`src/rtl/fp16_pkg.sv`:
```
// Shared binary16 definitions for the FP datapath (divider, multiplier).
package fp16_pkg;
  localparam int EXP_W  = 5;
  localparam int FRAC_W = 10;
  localparam int BIAS   = 15;

  localparam logic [15:0] QNAN    = 16'h7E00;
  localparam logic [15:0] POS_INF = 16'h7C00;

  typedef enum logic [2:0] {ZERO, SUB, NORM, INF, NAN} fp_class_e;

  typedef enum logic [2:0] {S_IDLE, S_PREP, S_DIV, S_ROUND, S_DONE} div_state_e;
endpackage

```
`src/rtl/fp16_unpack.sv`:
```
// Combinational binary16 unpacker: classifies the operand and normalizes
// subnormals so the significand is always 1.f with a signed unbiased exponent.
module fp16_unpack
  import fp16_pkg::*;
(
  input  logic [15:0]       x,
  output logic              sign,
  output fp_class_e         cls,
  output logic [10:0]       sig,
  output logic signed [6:0] exp
);
  logic [EXP_W-1:0]  e_fld;
  logic [FRAC_W-1:0] f_fld;
  logic [3:0]        lz;

  always_comb begin
    e_fld = x[14:10];
    f_fld = x[9:0];
    sign  = x[15];
    // distance from the highest set fraction bit to the implicit-one position
    lz = 4'd0;
    for (int i = 0; i < FRAC_W; i++) begin
      if (f_fld[i]) lz = 4'(FRAC_W - i);
    end
    cls = NORM;
    sig = {1'b1, f_fld};
    exp = $signed({2'b00, e_fld}) - $signed(7'(BIAS));
    if (e_fld == 5'd0) begin
      if (f_fld == '0) begin
        cls = ZERO;
        sig = '0;
        exp = '0;
      end else begin
        cls = SUB;
        sig = {1'b0, f_fld} << lz;
        exp = -7'sd14 - $signed({3'b000, lz});
      end
    end else if (e_fld == 5'h1F) begin
      cls = (f_fld == '0) ? INF : NAN;
    end
  end
endmodule

```
`src/rtl/fp16_div_seq.sv`:
```
// Sequential binary16 divider: restoring mantissa division, one quotient bit
// per cycle, fixed 16-cycle latency with a start/done handshake.
//
//   state   | meaning
//   S_IDLE  | waiting for start, operands captured on acceptance
//   S_PREP  | unpack operands, resolve special cases, seed divider
//   S_DIV   | 13 restoring iterations, counter runs 12 -> 0
//   S_ROUND | normalize, denormalize, round-to-nearest-even, register result
//   S_DONE  | done pulse, result/dz valid
module fp16_div_seq
  import fp16_pkg::*;
(
  input  logic        clk,
  input  logic        rst,
  input  logic        start,
  input  logic [15:0] a,
  input  logic [15:0] b,
  output logic        busy,
  output logic        done,
  output logic [15:0] result,
  output logic        dz
);
  div_state_e        state_q, state_d;
  logic [15:0]       a_q, a_d, b_q, b_d;
  logic              sign_q, sign_d;
  logic signed [6:0] exp_q, exp_d;
  logic [11:0]       rem_q, rem_d;
  logic [10:0]       mb_q, mb_d;
  logic [12:0]       quo_q, quo_d;
  logic [3:0]        cnt_q, cnt_d;
  logic              spec_q, spec_d;
  logic [15:0]       spec_res_q, spec_res_d;
  logic              spec_dz_q, spec_dz_d;
  logic [15:0]       result_q, result_d;
  logic              dz_q, dz_d;

  logic              sa, sb;
  fp_class_e         ca, cb;
  logic [10:0]       ma, mb;
  logic signed [6:0] ea, eb;

  fp16_unpack u_unpack_a (.x(a_q), .sign(sa), .cls(ca), .sig(ma), .exp(ea));
  fp16_unpack u_unpack_b (.x(b_q), .sign(sb), .cls(cb), .sig(mb), .exp(eb));

  logic              div_ge;
  logic [11:0]       div_diff;
  logic [10:0]       r_sig;
  logic              r_g, r_st, inc;
  logic signed [6:0] r_exp;
  logic [4:0]        r_bexp;
  logic [5:0]        shamt;
  logic [23:0]       w, w_sh;
  logic [14:0]       rnd_mag;
  logic [15:0]       rnd_res;

  always_comb begin
    div_ge   = rem_q >= {1'b0, mb_q};
    div_diff = div_ge ? (rem_q - {1'b0, mb_q}) : rem_q;
  end

  always_comb begin
    if (quo_q[12]) begin
      r_sig = quo_q[12:2];
      r_g   = quo_q[1];
      r_st  = quo_q[0] | (|rem_q);
      r_exp = exp_q;
    end else begin
      r_sig = quo_q[11:1];
      r_g   = quo_q[0];
      r_st  = |rem_q;
      r_exp = exp_q - 7'sd1;
    end
    r_bexp = r_exp[4:0];
    shamt  = '0;
    w      = {r_sig, r_g, 12'b0};
    w_sh   = w;
    // underflow: any bit that falls below the guard position, or off the end, is sticky
    if (r_exp <= 7'sd0) begin
      shamt  = 6'(7'sd1 - r_exp);
      w_sh   = w >> shamt;
      r_sig  = w_sh[23:13];
      r_g    = w_sh[12];
      r_st   = r_st | (|w_sh[11:0]) | ((w_sh << shamt) != w);
      r_bexp = 5'd0;
    end
    inc     = r_g & (r_st | r_sig[0]);
    rnd_mag = {r_bexp, r_sig[9:0]} + 15'(inc);
    if (r_exp >= 7'sd31 || rnd_mag[14:10] == 5'h1F) rnd_res = {sign_q, POS_INF[14:0]};
    else                                            rnd_res = {sign_q, rnd_mag};
  end

  always_comb begin
    state_d    = state_q;
    a_d        = a_q;
    b_d        = b_q;
    sign_d     = sign_q;
    exp_d      = exp_q;
    rem_d      = rem_q;
    mb_d       = mb_q;
    quo_d      = quo_q;
    cnt_d      = cnt_q;
    spec_d     = spec_q;
    spec_res_d = spec_res_q;
    spec_dz_d  = spec_dz_q;
    result_d   = result_q;
    dz_d       = dz_q;
    unique case (state_q)
      S_IDLE: begin
        if (start) begin
          a_d     = a;
          b_d     = b;
          state_d = S_PREP;
        end
      end
      S_PREP: begin
        sign_d    = sa ^ sb;
        exp_d     = ea - eb + $signed(7'(BIAS));
        rem_d     = {1'b0, ma};
        mb_d      = mb;
        quo_d     = '0;
        cnt_d     = 4'd12;
        spec_d    = 1'b1;
        spec_dz_d = 1'b0;
        if (ca == NAN || cb == NAN || (ca == ZERO && cb == ZERO) || (ca == INF && cb == INF))
          spec_res_d = QNAN;
        else if (ca == INF)  spec_res_d = {sa ^ sb, POS_INF[14:0]};
        else if (cb == INF)  spec_res_d = {sa ^ sb, 15'd0};
        else if (ca == ZERO) spec_res_d = {sa ^ sb, 15'd0};
        else if (cb == ZERO) begin
          spec_res_d = {sa ^ sb, POS_INF[14:0]};
          spec_dz_d  = 1'b1;
        end else begin
          spec_d     = 1'b0;
          spec_res_d = '0;
        end
        state_d = S_DIV;
      end
      S_DIV: begin
        quo_d = {quo_q[11:0], div_ge};
        rem_d = div_diff << 1;
        cnt_d = cnt_q - 4'd1;
        if (cnt_q == 4'd0) state_d = S_ROUND;
      end
      S_ROUND: begin
        result_d = spec_q ? spec_res_q : rnd_res;
        dz_d     = spec_q & spec_dz_q;
        state_d  = S_DONE;
      end
      S_DONE:  state_d = S_IDLE;
      default: state_d = S_IDLE;
    endcase
  end

  always_ff @(posedge clk) begin
    if (rst) begin
      state_q    <= S_IDLE;
      a_q        <= '0;
      b_q        <= '0;
      sign_q     <= 1'b0;
      exp_q      <= '0;
      rem_q      <= '0;
      mb_q       <= '0;
      quo_q      <= '0;
      cnt_q      <= '0;
      spec_q     <= 1'b0;
      spec_res_q <= '0;
      spec_dz_q  <= 1'b0;
      result_q   <= '0;
      dz_q       <= 1'b0;
    end else begin
      state_q    <= state_d;
      a_q        <= a_d;
      b_q        <= b_d;
      sign_q     <= sign_d;
      exp_q      <= exp_d;
      rem_q      <= rem_d;
      mb_q       <= mb_d;
      quo_q      <= quo_d;
      cnt_q      <= cnt_d;
      spec_q     <= spec_d;
      spec_res_q <= spec_res_d;
      spec_dz_q  <= spec_dz_d;
      result_q   <= result_d;
      dz_q       <= dz_d;
    end
  end

  assign busy   = (state_q == S_PREP) || (state_q == S_DIV) || (state_q == S_ROUND);
  assign done   = (state_q == S_DONE);
  assign result = result_q;
  assign dz     = dz_q;
endmodule
```
`config.mk`:
```
export PLATFORM = sky130hd
export DESIGN_NAME = fp16_div_seq
export DESIGN_NICKNAME = d
export VERILOG_FILES = /design/src/rtl/fp16_pkg.sv /design/src/rtl/fp16_unpack.sv /design/src/rtl/fp16_div_seq.sv
export SDC_FILE = /design/constraint.sdc
export NUM_CORES = 1
export LEC_CHECK = 0
export BUFFER_PORTS_ARGS = -buffer_cell sky130_fd_sc_hd__buf_2
export CELL_PAD_IN_SITES_DETAIL_PLACEMENT = 1
export CELL_PAD_IN_SITES_GLOBAL_PLACEMENT = 2
export CORE_UTILIZATION = 39
export DETAILED_ROUTE_END_ITERATION = 8
export PLACE_DENSITY = 0.94
export SKIP_CTS_REPAIR_TIMING = 1
export SYNTH_ARGS = -nofsm -noshare
export SYNTH_HDL_FRONTEND = slang
export SYNTH_SLANG_ARGS = --single-unit
```
`constraint.sdc`:
```
create_clock -name clk -period 8.6 [get_ports clk]
set_input_delay 1.72 -clock clk [delete_from_list [all_inputs] [get_ports clk]]
set_output_delay 1.72 -clock clk [all_outputs]
set_load 0.01 [all_outputs]
```
* After elaboration in Yosys (flattened, before gate mapping)
Cells that the tools add are included.
** Word-level totals
- Word-level logic and storage cells :: 141
- Register bits :: 118
- Input bits :: 35
- Output and inout port bits :: 19
** Cells by class
- Equal/unequal tests :: 14
- Reductions and logical operators :: 21
- Shift-type cells :: 4
- Add/sub/neg operators :: 11
- Order comparisons :: 3
- Muxes and demuxes :: 67
- Bitwise operators :: 7
** Operators with widths (count)
- $mux 16 :: 6
- $mux 4 :: 20
- $mux 11 :: 6
- $mux 7 :: 5
- $pmux 13 s2 :: 1
- $mux 3 :: 8
- $ne 24x24->1 :: 1
- $pmux 12 s2 :: 1
- $reduce_or 12->1 :: 2
- $shl 24x6->24 :: 1
- $shr 24x6->24 :: 1
- $shl 10x4->11 :: 2
- $logic_not 10->1 :: 2
- $add 15x1->15 :: 1
- $eq 5x5->1 const B :: 3
- $mux 1 :: 15
- $mux 15 :: 1
- $eq 3x2->1 const B :: 4
- $ge 12x11->1 :: 1
- $pmux 3 s4 :: 1
- $sub 5x4->6 const B :: 2
- $sub 5x5->6 const A :: 2
- $sub 11x11->11 :: 1
- $logic_not 5->1 :: 2
- other kinds (22) :: 38

* Depth between registers and ports, before layout
Gate-level depths: netlist (run 1).
- Word-level depth :: 15
- Gate-level depth with buffers :: 25
- Depth with buffers taken out :: 19

* By module
From an unflattened synthesis (run 1), not the netlist that was laid out.
** Second synthesis, totals
- Cells, all modules :: 1439
- Area total of the unflattened synthesis :: 10144.7 um^2
** Modules (own cells, without submodules)
- fp16_div_seq :: area an instance 8438.1 um^2, cells an instance 1165, sequential area each 2102.0 um^2, times used 1
- fp16_unpack :: area an instance 853.3 um^2, cells an instance 137, sequential area each 0.0 um^2, times used 2

* Least setup slack after synthesis (run 1)
Ideal clock, no wire load.
- Path kind :: register -> register
- From :: reg exp_q[0]
- To :: reg result_q[0], in the netlist result[0]
- Library setup time :: 0.134 ns
- Slack :: 2.764 ns
- Arrival time :: 5.702 ns
- Data required time :: 8.466 ns
- Clock period less this slack :: 5.836 ns
- Path buffers :: 7
- Stages on the path, launching flop included :: 24
- Path through :: dfxtp_1 -> buf_2 -> inv_2 -> ha_1 -> nor2b_1 -> nor2_1 -> inv_1 -> buf_2 -> buf_2 -> buf_1 -> clkbuf_1 -> clkbuf_1 -> ha_1 -> xnor2_1 -> xnor2_1 -> clkbuf_1 -> mux4_2 -> a221o_1 -> o41ai_1 -> and3_1 -> o2111a_1 -> nand4_1 -> nor4b_1 -> a311oi_1
** On the way
- Longest elaborated chain between the ends :: 15
- Elaborated cells on any way between the ends :: 22
- Classes of those cells :: add/sub (3); order compare (2); eq/ne (2); shift (2); mux (7); bitwise (4); reduce/logical (2)
** RTL lines
- from (decl) :: RTL line fp16_div_seq.sv:26 : logic signed [6:0] exp_q, exp_d;
- from (signal assigned) :: RTL line fp16_div_seq.sv:175 : exp_q <= exp_d;
- $sub 7x2->7 :: RTL line fp16_div_seq.sv:71 : r_exp = exp_q - 7'sd1;
- $mux 7 * :: RTL line fp16_div_seq.sv:62 : if (quo_q[12]) begin
- $sub 2x6->6 :: RTL line fp16_div_seq.sv:79 : shamt = 6'(7'sd1 - r_exp);
- $shr 24x6->24 :: RTL line fp16_div_seq.sv:80 : w_sh = w >> shamt;
- $shl 24x6->24 or $reduce_or 12->1 (tied branches) :: RTL line fp16_div_seq.sv:83 : r_st = r_st | (|w_sh[11:0]) | ((w_sh << shamt) != w);
- $ne 24x24->1 or $or 1x1->1 (tied branches) :: RTL line fp16_div_seq.sv:83
- $or 1x1->1 :: RTL line fp16_div_seq.sv:83
- $mux 1 :: RTL line fp16_div_seq.sv:78 : if (r_exp <= 7'sd0) begin
- $or 1x1->1 :: RTL line fp16_div_seq.sv:86 : inc = r_g & (r_st | r_sig[0]);
- $and 1x1->1 :: RTL line fp16_div_seq.sv:86
- $add 15x1->15 :: RTL line fp16_div_seq.sv:87 : rnd_mag = {r_bexp, r_sig[9:0]} + 15'(inc);
- $eq 5x5->1 :: RTL line fp16_div_seq.sv:88 : if (r_exp >= 7'sd31 || rnd_mag[14:10] == 5'h1F) rnd_res = {sign_q, POS_INF[14:0]};
- $logic_or 1x1->1 :: RTL line fp16_div_seq.sv:88
- $mux 15 * :: RTL line fp16_div_seq.sv:88
- $mux 16 * :: RTL line fp16_div_seq.sv:145 : result_d = spec_q ? spec_res_q : rnd_res;
- to (signal assigned) :: RTL line fp16_div_seq.sv:183 : result_q <= result_d;
- to (decl) :: RTL line fp16_div_seq.sv:34 : logic [15:0] result_q, result_d;
Mark *: on every way between the ends. The rest lies on a longest branch, timed or not.
A chain may end at the register's enable or synchronous reset.

* Worst setup path in the final report (run 1)
- From :: reg exp_q[1]
- To :: reg result_q[12], in the netlist result[12]
The elaborated chain is that of the path after synthesis.

==> key figures, run 1 <==
Critical path
  – Worst-path maximum fanout: 24
  – Crit end category: flip-flop
  – WP data required: 8890 ps
  – Crit path DAT: 6130 ps
  – Crit start category: flip-flop
  – Kind of critical path: flip-flop to flip-flop

Placement
  – Count of input and output buffers: 53
  – GP Congestion: 0.991
  – Dpl hpwl: 28.4 mm

Die
  – Std cell rows: 57
  – Initial Util: about two fifths
  – Top-level I/O count: between 50 and 60
  – Die area: 25500 um^2
  – Die width: 160 um
  – Core area: 24300 um^2
  – Die H: between 150 and 200 um

Global route
  – Antenna violations before repair: 0
  – Global-route usage over all layers: 29.9%
  – Overflow after GRT: 0
  – Vias in the first global route: 10600
  – First-pass GRT wire length: ~60 mm
  – Largest net degree at the start of global routing: 56

STA
  – Fin crit share: between 60% and 70%
  – RSZ-0062 raised after global routing: no
  – Slew Viols, Final: 0
  – Fmax: 171 MHz
  – Worst Hold Slack: 461 ps
  – Max_slew headroom: 18.5%
  – Skew final: about 21 ps
  – Hold Fails Final Rpt: 0
  – Final Setup Violations: 0
  – Minimum clock period: approximately 5800 ps
  – Worst slew pin tran: ~1200 ps
  – Setup TNS: 0 ps

Status
  – Status: finished clean

Synth
  – Mapped Area: 9700 um^2
  – Mapped Avg Cell Area: between 7 and 8 um^2
  – Number of flops mapped to enable cells by yosys: 0
  – Fraction of the yosys area taken by sequential cells: between 20% and 30%
  – Post-synthesis cell count: 1343
  – Yosys cell types: 91
  – Synth async-reset ratio: 0%
  – Post-synthesis net count: 1415
  – Top FF cell, synth: dfxtp_1
  – Synthesized flop and latch total: roughly 110
  – Yosys warns: 0

Clock tree
  – Clock sink total: 105
  – CTS Buf Count: 9
  – Reg clk slew, reported paths: 80 ps
  – CTS tree: done
  – Worst skew pair latency: about 370 ps
  – Clock root buffer: clkbuf_16
  – Max clock buf depth: 2
  – H-tree depth: 3

Power
  – Lkg Pwr: approximately 0.0038 uW
  – Worst vdd ir: 0.187 mV
  – Power Dens Cells: ~360 nW/um^2

Detailed routing
  – Vias: 10800
  – Vias per std cell: 6.56
  – First-pass DRT Iterations: 5
  – Routed Antenna Nets: 0
  – Post-Route WL: around 38 mm
  – Wire per inst: 23.2 um
  – Residual DRC: 0
  – Starting DRT DRC Count: roughly 1200

Min path
  – Worst min-delay path class: flip-flop to flip-flop

Layout
  – Area Overhead vs Synth: 8.15%
  – # fillers: around 3100
  – Nets: 1394
  – Ant. Diodes: 0
  – Layout cell share with drive strength beyond 1: 11.3%

Flow run
  – Max-cap viol count: 0
## state kept, by name (all words and copies together), names as in the netlist, 3 cells and up
signal / cells
a_q: 16
cnt_q: 4
exp_q: 7
quo_q: 13
mb_q: 11
result: 16
b_q: 16
rem_q: 12
spec_res_q: 3
state_q: 3
## kinds of logic after synthesis
group           count (synthesis)  synth area share, %
fa+ha+maj                      37                 4.93
xor+xnor                       43                 3.88
buf+inv                       150                 6.18
compound gates                425                 30.6
simple gates                  514                 25.2
mux                            69                 7.55
flops                         105                 21.7
## synth_stat cells (4+ instances only)
| library cell | count | share of area, % |
|---|---|---|
| a2111oi_0 | 4 | 0.36 |
| a211oi_1 | 27 | 2.1 |
| a21o_1 | 9 | 0.70 |
| a21oi_1 | 114 | 5.9 |
| a221o_1 | 6 | 0.62 |
| a221oi_1 | 15 | 1.4 |
| a22oi_1 | 36 | 2.8 |
| a311oi_1 | 6 | 0.54 |
| a31oi_1 | 18 | 1.2 |
| a32oi_1 | 12 | 1.1 |
| and2_1 | 8 | 0.52 |
| and3_1 | 7 | 0.45 |
| buf_1 | 9 | 0.35 |
| buf_2 | 11 | 0.57 |
| clkbuf_1 | 84 | 3.3 |
| dfxtp_1 | 105 | 22 |
| ha_1 | 35 | 4.5 |
| inv_1 | 42 | 1.6 |
| mux2_2 | 13 | 1.5 |
| mux2i_1 | 54 | 5.6 |
| nand2_1 | 159 | 6.2 |
| nand2b_1 | 16 | 1.0 |
| nand3_1 | 35 | 1.8 |
| nand4_1 | 13 | 0.84 |
| nor2_1 | 159 | 6.2 |
| nor2b_1 | 16 | 1.0 |
| nor3_1 | 39 | 2.0 |
| nor4_1 | 14 | 0.90 |
| nor4b_1 | 5 | 0.45 |
| o2111ai_1 | 8 | 0.72 |
| o211ai_1 | 23 | 1.8 |
| o21ai_0 | 50 | 2.6 |
| o21bai_1 | 5 | 0.39 |
| o221ai_1 | 12 | 1.1 |
| o22ai_1 | 15 | 0.97 |
| o311ai_0 | 4 | 0.36 |
| o31a_1 | 5 | 0.45 |
| o31ai_1 | 8 | 0.62 |
| o32ai_1 | 6 | 0.54 |
| or2_2 | 4 | 0.26 |
| or3_1 | 8 | 0.52 |
| xnor2_1 | 30 | 2.7 |
| xor2_1 | 13 | 1.2 |
## final timing paths
| kind | start | endpoint | slack, ps | cells past startpoint |
|---|---|---|---|---|
| setup reg to reg | exp_q[1] | result[12] | 2760 | 17 |
| hold / removal | result[11] | result[11] | 460 | 2 |
| setup / recovery | exp_q[1] | result[12] | 2760 | 17 |
| hold reg to reg | result[11] | result[11] | 460 | 2 |
## placed cells by master, fill, tap and decap left out, types with 18 or more instances in the layout
master / n
a211oi_1: 27
a21oi_1: 114
a22oi_1: 36
a31oi_1: 18
buf_2: 52
buf_4: 23
dfxtp_1: 104
ha_1: 35
inv_1: 42
mux2i_1: 54
nand2_1: 159
nand3_1: 35
nor2_1: 158
nor3_1: 39
o211ai_1: 23
o21ai_0: 50
xnor2_1: 28
## cell type report
| type | instances | area (um^2) | area share (%) |
|---|---|---|---|
| Sequential cell | 105 | 2100 | 20.1 |
| Tap cell | 324 | 405 | 3.86 |
| Inverter | 43 | 161 | 1.54 |
| Clock inverter | 7 | 108 | 1.03 |
| Timing Repair Buffer | 75 | 433 | 4.13 |
| Clock buffer | 9 | 225 | 2.15 |
| Multi-Input combinational cell | 1088 | 7050 | 67.2 |
## layer usage
metal  vias up  track usage [%]  routed length [um]
met4         0             12.5                1460
met2       473             46.8               17000
met5         -                0                   0
li1       4964                -                   -
met3        92             5.25                2890
met1      5302             40.4               17000
## worst max-delay path, cell delays in order (launching register included)
cell and delay (ps):
dfxtp_1 540, inv_1 80, ha_1 400, nor2b_1 420, nor2_2 150, inv_1 110, ha_1 400, nand3_1 220
or3_1 600, nand2_1 800, nand3_1 160, nand2_1 120, ha_1 240, nor4b_1 550, nand2_1 200, o311ai_0 450
a22oi_1 160, nor2_1 150
## where the power goes
group / leakage [uW] / switching (uW) / internal, uW
registers: 0.000855 / 81.1 / 537
clock network: 0.000161 / 236 / 239
logic: 0.00276 / 1850 / 838
total: 0.00378 / 2170 / 1610
## per-stage QoR
stage | util (%) | total power [uW] | instances | worst slack, ps | instance area, um^2
detailed placement | 41.8 | 3220 | 1635 | 2930 | 10200
CTS | 43.1 | 3710 | 1651 | 2830 | 10500
finish | 43.1 | 3780 | 1651 | 2760 | 10500
global placement | 41.8 | 3200 | 1635 | 3160 | 10200
floorplan | - | 2460 | 1343 | 2760 | 9700
global route | 43.1 | 3980 | 1651 | 2310 | 10500
(Power assumes the default switching activity.)
==> run 2, diff against run 1 <==
CORE_UTILIZATION = 33   (was 39)
PLACE_DENSITY = 0.86   (was 0.94)
clock period = 5.05 ns   (was 8.6 ns; I/O delays follow)
==> run 2 against run 1 <==
Final area up 3.4%; power up 77%; critical path depth shrank 2; clock skew fell by 10 ps; highest routed layer is now met5; utilization down 5.4 points; cell count is 5.5% higher; clock-buffer cell count stayed put; largest cell class unchanged; via count fell by 0.72%; first-iteration DRC count is 1.5% lower; setup slack got worse by 2500 ps.
==> key figures, run 2 (synthesis results as in run 1) <==
Die
  – Die width: 173 um
  – Die area: approximately 30000 um^2
  – Core area: 28800 um^2
  – Initial Util: 33.7%
  – Top-level I/O count: 54
  – Std cell rows: 62
  – Die H: 173 um

Detailed routing
  – Vias per std cell: 6.17
  – First-pass DRT Iterations: 5
  – Routed Antenna Nets: 0
  – Residual DRC: 0
  – Starting DRT DRC Count: 1146
  – Vias: approximately 11000
  – Wire per inst: approximately 22 um
  – Post-Route WL: 38.8 mm

Placement
  – Dpl hpwl: 29.5 mm
  – # placed instances: around 1700
  – Dpl ws: 352 ps
  – GP Congestion: approximately 1
  – Count of input and output buffers: 53

Clock tree
  – Clock root buffer: clkbuf_16
  – Reg clk slew, reported paths: around 80 ps
  – Max clock buf depth: 2
  – CTS Buf Count: 9
  – Worst skew pair latency: between 300 and 400 ps
  – H-tree depth: 3
  – CTS tree: done
  – Clock sink total: 105

Layout
  – Commonest non-fill, non-tap cell in the layout: nand2_1
  – Nets: 1425
  – Final Non-Filler Cells: 1742
  – Layout cell share with drive strength beyond 1: between 10 and 15%
  – Most frequent cells in the layout: nand2_1 (159), nor2_1 (158), a21oi_1 (114), dfxtp_1 (104)
  – Ant. Diodes: 0
  – Area Overhead vs Synth: 11.8%
  – # fillers: 3593

Min path
  – Worst Hold Endpoint: result[11]
  – Worst Hold Depth: 2
  – Hold Startpoint: result[11]
  – Worst min-delay path class: flip-flop to flip-flop

Power
  – Sw power: 3740 uW
  – Internal power: roughly 2900 uW
  – Worst vdd ir: about 0.33 mV
  – Total design power: ~6700 uW
  – Combinational fraction of design power: ~73%
  – Power Dens Cells: 616 nW/um^2
  – Lkg Pwr: 0.00393 uW
  – Switching Fraction: between 50% and 60%
  – Clock power share: 11.4%
  – Sequential Power Share: between 10% and 20%

Critical path
  – Reg-to-reg critical path endpoint: result[0]
  – Start of the worst register-to-register path: exp_q[1]
  – WP data required: ~5300 ps
  – Crit start category: flip-flop
  – Kind of critical path: flip-flop to flip-flop
  – Worst-path maximum fanout: 49
  – Setup slack, reg-to-reg: 280 ps
  – Crit end category: flip-flop
  – Worst reg2reg path depth: 15
  – Crit path DAT: 5050 ps

STA
  – Fmax: approximately 210 MHz
  – Skew final: 10.7 ps
  – Setup TNS: 0 ps
  – Worst Hold Slack: 462 ps
  – Worst slew pin tran: 1200 ps
  – Slew Viols, Final: 0
  – Max_slew headroom: between 10% and 20%
  – Final Setup Violations: 0
  – Minimum clock period: 4770 ps
  – Slack of the critical path: 277 ps
  – RSZ-0062 raised after global routing: no
  – Hold Fails Final Rpt: 0
  – Fin crit share: a little over nine tenths

Global route
  – Largest net degree at the start of global routing: 65
  – Antenna violations before repair: 1
  – Vias in the first global route: around 11000
  – Overflow after GRT: 0
  – First-pass GRT wire length: 61.1 mm
  – Global-route usage over all layers: 25.6%

Status
  – Status: finished clean

Flow run
  – Max-cap viol count: 0
[run 2: worst max-delay path by stage]
| stage | start | end | slack, ps | depth (start not counted) |
|---|---|---|---|---|
| 2_1_floorplan | exp_q[0] | result[0] | 60 | 23 |
| 3_3_place_gp | exp_q[0] | result[0] | 430 | 17 |
| 3_5_place_dp | exp_q[0] | result[0] | 350 | 15 |
| 4_1_cts | exp_q[0] | result[0] | 310 | 17 |
| 5_1_grt | exp_q[0] | result[0] | 20 | 19 |
| 6_report | exp_q[1] | result[0] | 280 | 15 |
[run 2: cell type report]
cell class / count / area [um^2] / share of cell area, %
clock buffers: 9 / 225 / 2.08
clock inverters: 7 / 86.3 / 0.796
inverters: 43 / 161 / 1.49
multi-input cells: 1088 / 7120 / 65.7
flip-flops and latches: 105 / 2100 / 19.4
well taps: 384 / 480 / 4.43
repair buffers: 106 / 666 / 6.14
[run 2: per-stage QoR]
stage	cell area, um^2	utilization [%]
floorplan	9780	-
global placement	10500	36.5
detailed placement	10500	36.5
CTS	10800	37.6
global route	10800	37.7
finish	10800	37.7
[run 2: critical path, stage by stage, from the launching register on]
cell and delay [ps]:
dfxtp_1 330, inv_1 70, ha_4 310, nor2b_4 230
nor2_2 70, inv_1 90, buf_4 490, mux2i_1 740
mux2i_1 320, a21oi_4 310, a32oi_2 230, nor4b_4 450
a21oi_2 120, o221ai_4 370, a22oi_1 180, a311oi_1 320
[run 2: per-layer routing]
| layer | track usage, % | vias up | wire length [um] |
|---|---|---|---|
| li1 | - | 5016 | - |
| met1 | 34.8 | 5240 | 17500 |
| met2 | 41.7 | 425 | 17800 |
| met3 | 4.06 | 70 | 2570 |
| met4 | 7.49 | 2 | 1020 |
| met5 | 0 | - | 13 |
[run 2: power by group through the flow]
stage	sequential [uW]	clock [uW]	combinational, uW
4_1_cts	1040	778	4740
2_1_floorplan	989	0	3250
5_1_grt	1060	812	5210
3_5_place_dp	1060	0	4710
3_3_place_gp	1050	0	4680
6_report	1040	759	4880
==> run 3, diff against run 2 <==
ABC_AREA = 1   (was unset)
CORE_UTILIZATION = 30   (was 33)
PLACE_DENSITY = 0.85   (was 0.86)
==> run 3 against run 2 <==
Sequential cell count is the same; sequential share of layout area is 1.8 points higher; area after synthesis is 6.8% lower; combinational power shrank 3%; critical path type unchanged; largest power group unchanged.
==> key figures, run 3 <==
Status
  – Status: finished clean

STA
  – Slew Viols, Final: 0
  – RSZ-0062 raised after global routing: no
  – Hold Fails Final Rpt: 0
  – Fmax: 224 MHz
  – Minimum clock period: 4470 ps
  – Worst slew pin tran: 1220 ps
  – Fin crit share: approximately nine tenths
  – Setup TNS: 0 ps
  – Skew final: ~12 ps
  – Max_slew headroom: between 10% and 20%
  – Final Setup Violations: 0

Synth
  – Multiplexer area fraction after synthesis: 0.221%
  – Mapped Area: 9040 um^2
  – Mapped Avg Cell Area: 5.96 um^2
  – Synth Area in XOR/XNOR: about 2.4%
  – Yosys warns: 0
  – Adder-cell share of the synthesized area: 5.29%
  – Yosys cell types: 60
  – Post-synthesis cell count: 1517
  – Number of flops mapped to enable cells by yosys: 0
  – Fraction of the yosys area taken by sequential cells: a little under a quarter
  – Commonest cells in the netlist: nand2_1 (440), nand3_1 (190), inv_1 (129)
  – Compound-Gate Fraction of Synth Area: 19.1%
  – Synth area leaders: dfxtp_1 (23%), nand2_1 (18%), nand3_1 (11%), a21oi_1 (6.3%), o21ai_0 (6.3%)
  – Post-Synth Simple-Gate Area: 39.7%
  – Synthesized flop and latch total: 105
  – Synth top area share: between 20% and 30%
  – Top FF cell, synth: dfxtp_1
  – Synth async-reset ratio: 0%
  – Most common cell in the netlist: nand2_1
  – Post-synthesis net count: roughly 1600
  – Largest family of logic cells by synthesized area: simple AND/OR/NAND/NOR gates
  – Synth area leader: dfxtp_1

Placement
  – Count of input and output buffers: 53
  – GP Congestion: 0.937
  – Dpl hpwl: 24.9 mm
  – Placed cell areas: 9590 um^2

Clock tree
  – Worst skew pair latency: around 380 ps
  – H-tree depth: 3
  – Max clock buf depth: 2
  – Clock sink total: 105
  – CTS Buf Count: 9
  – CTS tree: done
  – Reg clk slew, reported paths: about 80 ps
  – Clock root buffer: clkbuf_16

Power
  – Worst vdd ir: 0.339 mV
  – Lkg Pwr: between 0.004 and 0.005 uW
  – Total design power: 6500 uW
  – Power Dens Cells: around 660 nW/um^2

Die
  – Core area: 29600 um^2
  – Initial Util: 30.5%
  – Die width: 176 um
  – Die H: 176 um
  – Die area: 30800 um^2
  – Std cell rows: 63
  – Top-level I/O count: 54

Layout
  – Ant. Diodes: 0
  – Commonest non-fill, non-tap cell in the layout: nand2_1
  – Most frequent cells in the layout: nand2_1 (440), nand3_1 (189), inv_1 (129), o21ai_0 (114), a21oi_1 (114)
  – Final instance area: 9900 um^2
  – Post-layout util: approximately a third
  – Area Overhead vs Synth: 9.48%
  – Nets: between 1500 and 2000
  – # fillers: 4045
  – Layout cell share with drive strength beyond 1: 9.54%

Critical path
  – WP data required: 5290 ps
  – Crit start category: flip-flop
  – Start of the worst register-to-register path: exp_q[0]
  – Crit-path slowest cell: dfxtp_1
  – Worst-path maximum fanout: 23
  – Reg-to-reg critical path endpoint: result[8]
  – Setup slack, reg-to-reg: a little under 600 ps
  – Crit end category: flip-flop
  – Worst path max stage delay: 460 ps
  – Kind of critical path: flip-flop to flip-flop
  – Worst reg2reg path depth: 28
  – Crit path DAT: 4710 ps

Detailed routing
  – Post-Route WL: around 32 mm
  – DR WL met2: between 15 and 20 mm
  – Vias: 10100
  – Starting DRT DRC Count: roughly 600
  – Residual DRC: 0
  – Metal3 WL: 1.11 mm
  – Top sig layer: met4
  – Vias per std cell: about 5.3
  – Routed Antenna Nets: 0
  – Wire per inst: 16.7 um
  – First-pass DRT Iterations: 5
  – M1 WL: ~15 mm

Flow run
  – Max-cap viol count: 0

Global route
  – Global-route usage over all layers: 21.1%
  – Vias in the first global route: 10000
  – Antenna violations before repair: 0
  – First-pass GRT wire length: 52.2 mm
  – Largest net degree at the start of global routing: 61
  – Overflow after GRT: 0

Min path
  – Worst Hold Endpoint: b_q[15]
  – Hold Startpoint: b_q[15]
  – Worst min-delay path class: flip-flop to flip-flop
  – Worst Hold Depth: 2
==> run 3: changes by cell type after synthesis, moves of 35 or more <==
cell      delta
mux2i_1     -52
inv_1       +87
nor2_1      -62
nand3_1    +155
o21ai_0     +64
nand2_1    +281
a22oi_1     -35
clkbuf_1    -43
==> run 3: how the worst max path moves through the flow <==
stage          cells after the start  slack [ps]         to     start
2_1_floorplan                     29         680  result[7]  exp_q[0]
3_3_place_gp                      29         870  result[0]  exp_q[0]
3_5_place_dp                      28         710  result[8]  exp_q[0]
4_1_cts                           28         620  result[8]  exp_q[0]
5_1_grt                           26         100  result[7]  exp_q[0]
6_report                          28         580  result[8]  exp_q[0]
==> run 3: critical path, delay by kind of cell, from the launching register on <==
kind | cells | cell delay (ps)
compound gates | 2 | 180
xor+xnor | 1 | 230
fa+ha+maj | 3 | 720
buf+inv | 8 | 760
flops | 1 | 460
simple gates | 14 | 1970
==> run 3: metal layers <==
| metal | track usage, % | up-vias |
|---|---|---|
| li1 | - | 5104 |
| met1 | 27.3 | 4780 |
| met2 | 35.6 | 194 |
| met3 | 2.23 | 52 |
| met4 | 8.37 | 0 |
| met5 | 0 | - |
==> run 3: cells by family after synthesis <==
logic type	Yosys count
buf+inv	221
flops	105
fa+ha+maj	37
mux	2
simple gates	821
xor+xnor	24
compound gates	307
==> run 3: cell type report <==
| cell class | count | area (um^2) | share of cell area [%] |
|---|---|---|---|
| clock inverters | 7 | 80.1 | 0.809 |
| multi-input cells | 1191 | 6050 | 61.1 |
| inverters | 147 | 557 | 5.63 |
| clock buffers | 9 | 225 | 2.28 |
| flip-flops and latches | 105 | 2100 | 21.2 |
| well taps | 390 | 488 | 4.93 |
| repair buffers | 71 | 400 | 4.05 |
==> run 3: metrics by stage <==
step | setup WS (ps) | instances | hold WS, ps
finish | 581 | 1920 | 468
global route | 101 | 1920 | 490
CTS | 617 | 1920 | 468
detailed placement | 711 | 1904 | 449
global placement | 866 | 1904 | 443
floorplan | 681 | 1517 | 428
==> run 3: report_power, final <==
| part | leakage [uW] | switching [uW] | internal (uW) |
|---|---|---|---|
| sequential | 0.000859 | 105 | 947 |
| clock | 0.000146 | 381 | 354 |
| combinational | 0.00335 | 3330 | 1380 |
| total | 0.00436 | 3820 | 2680 |
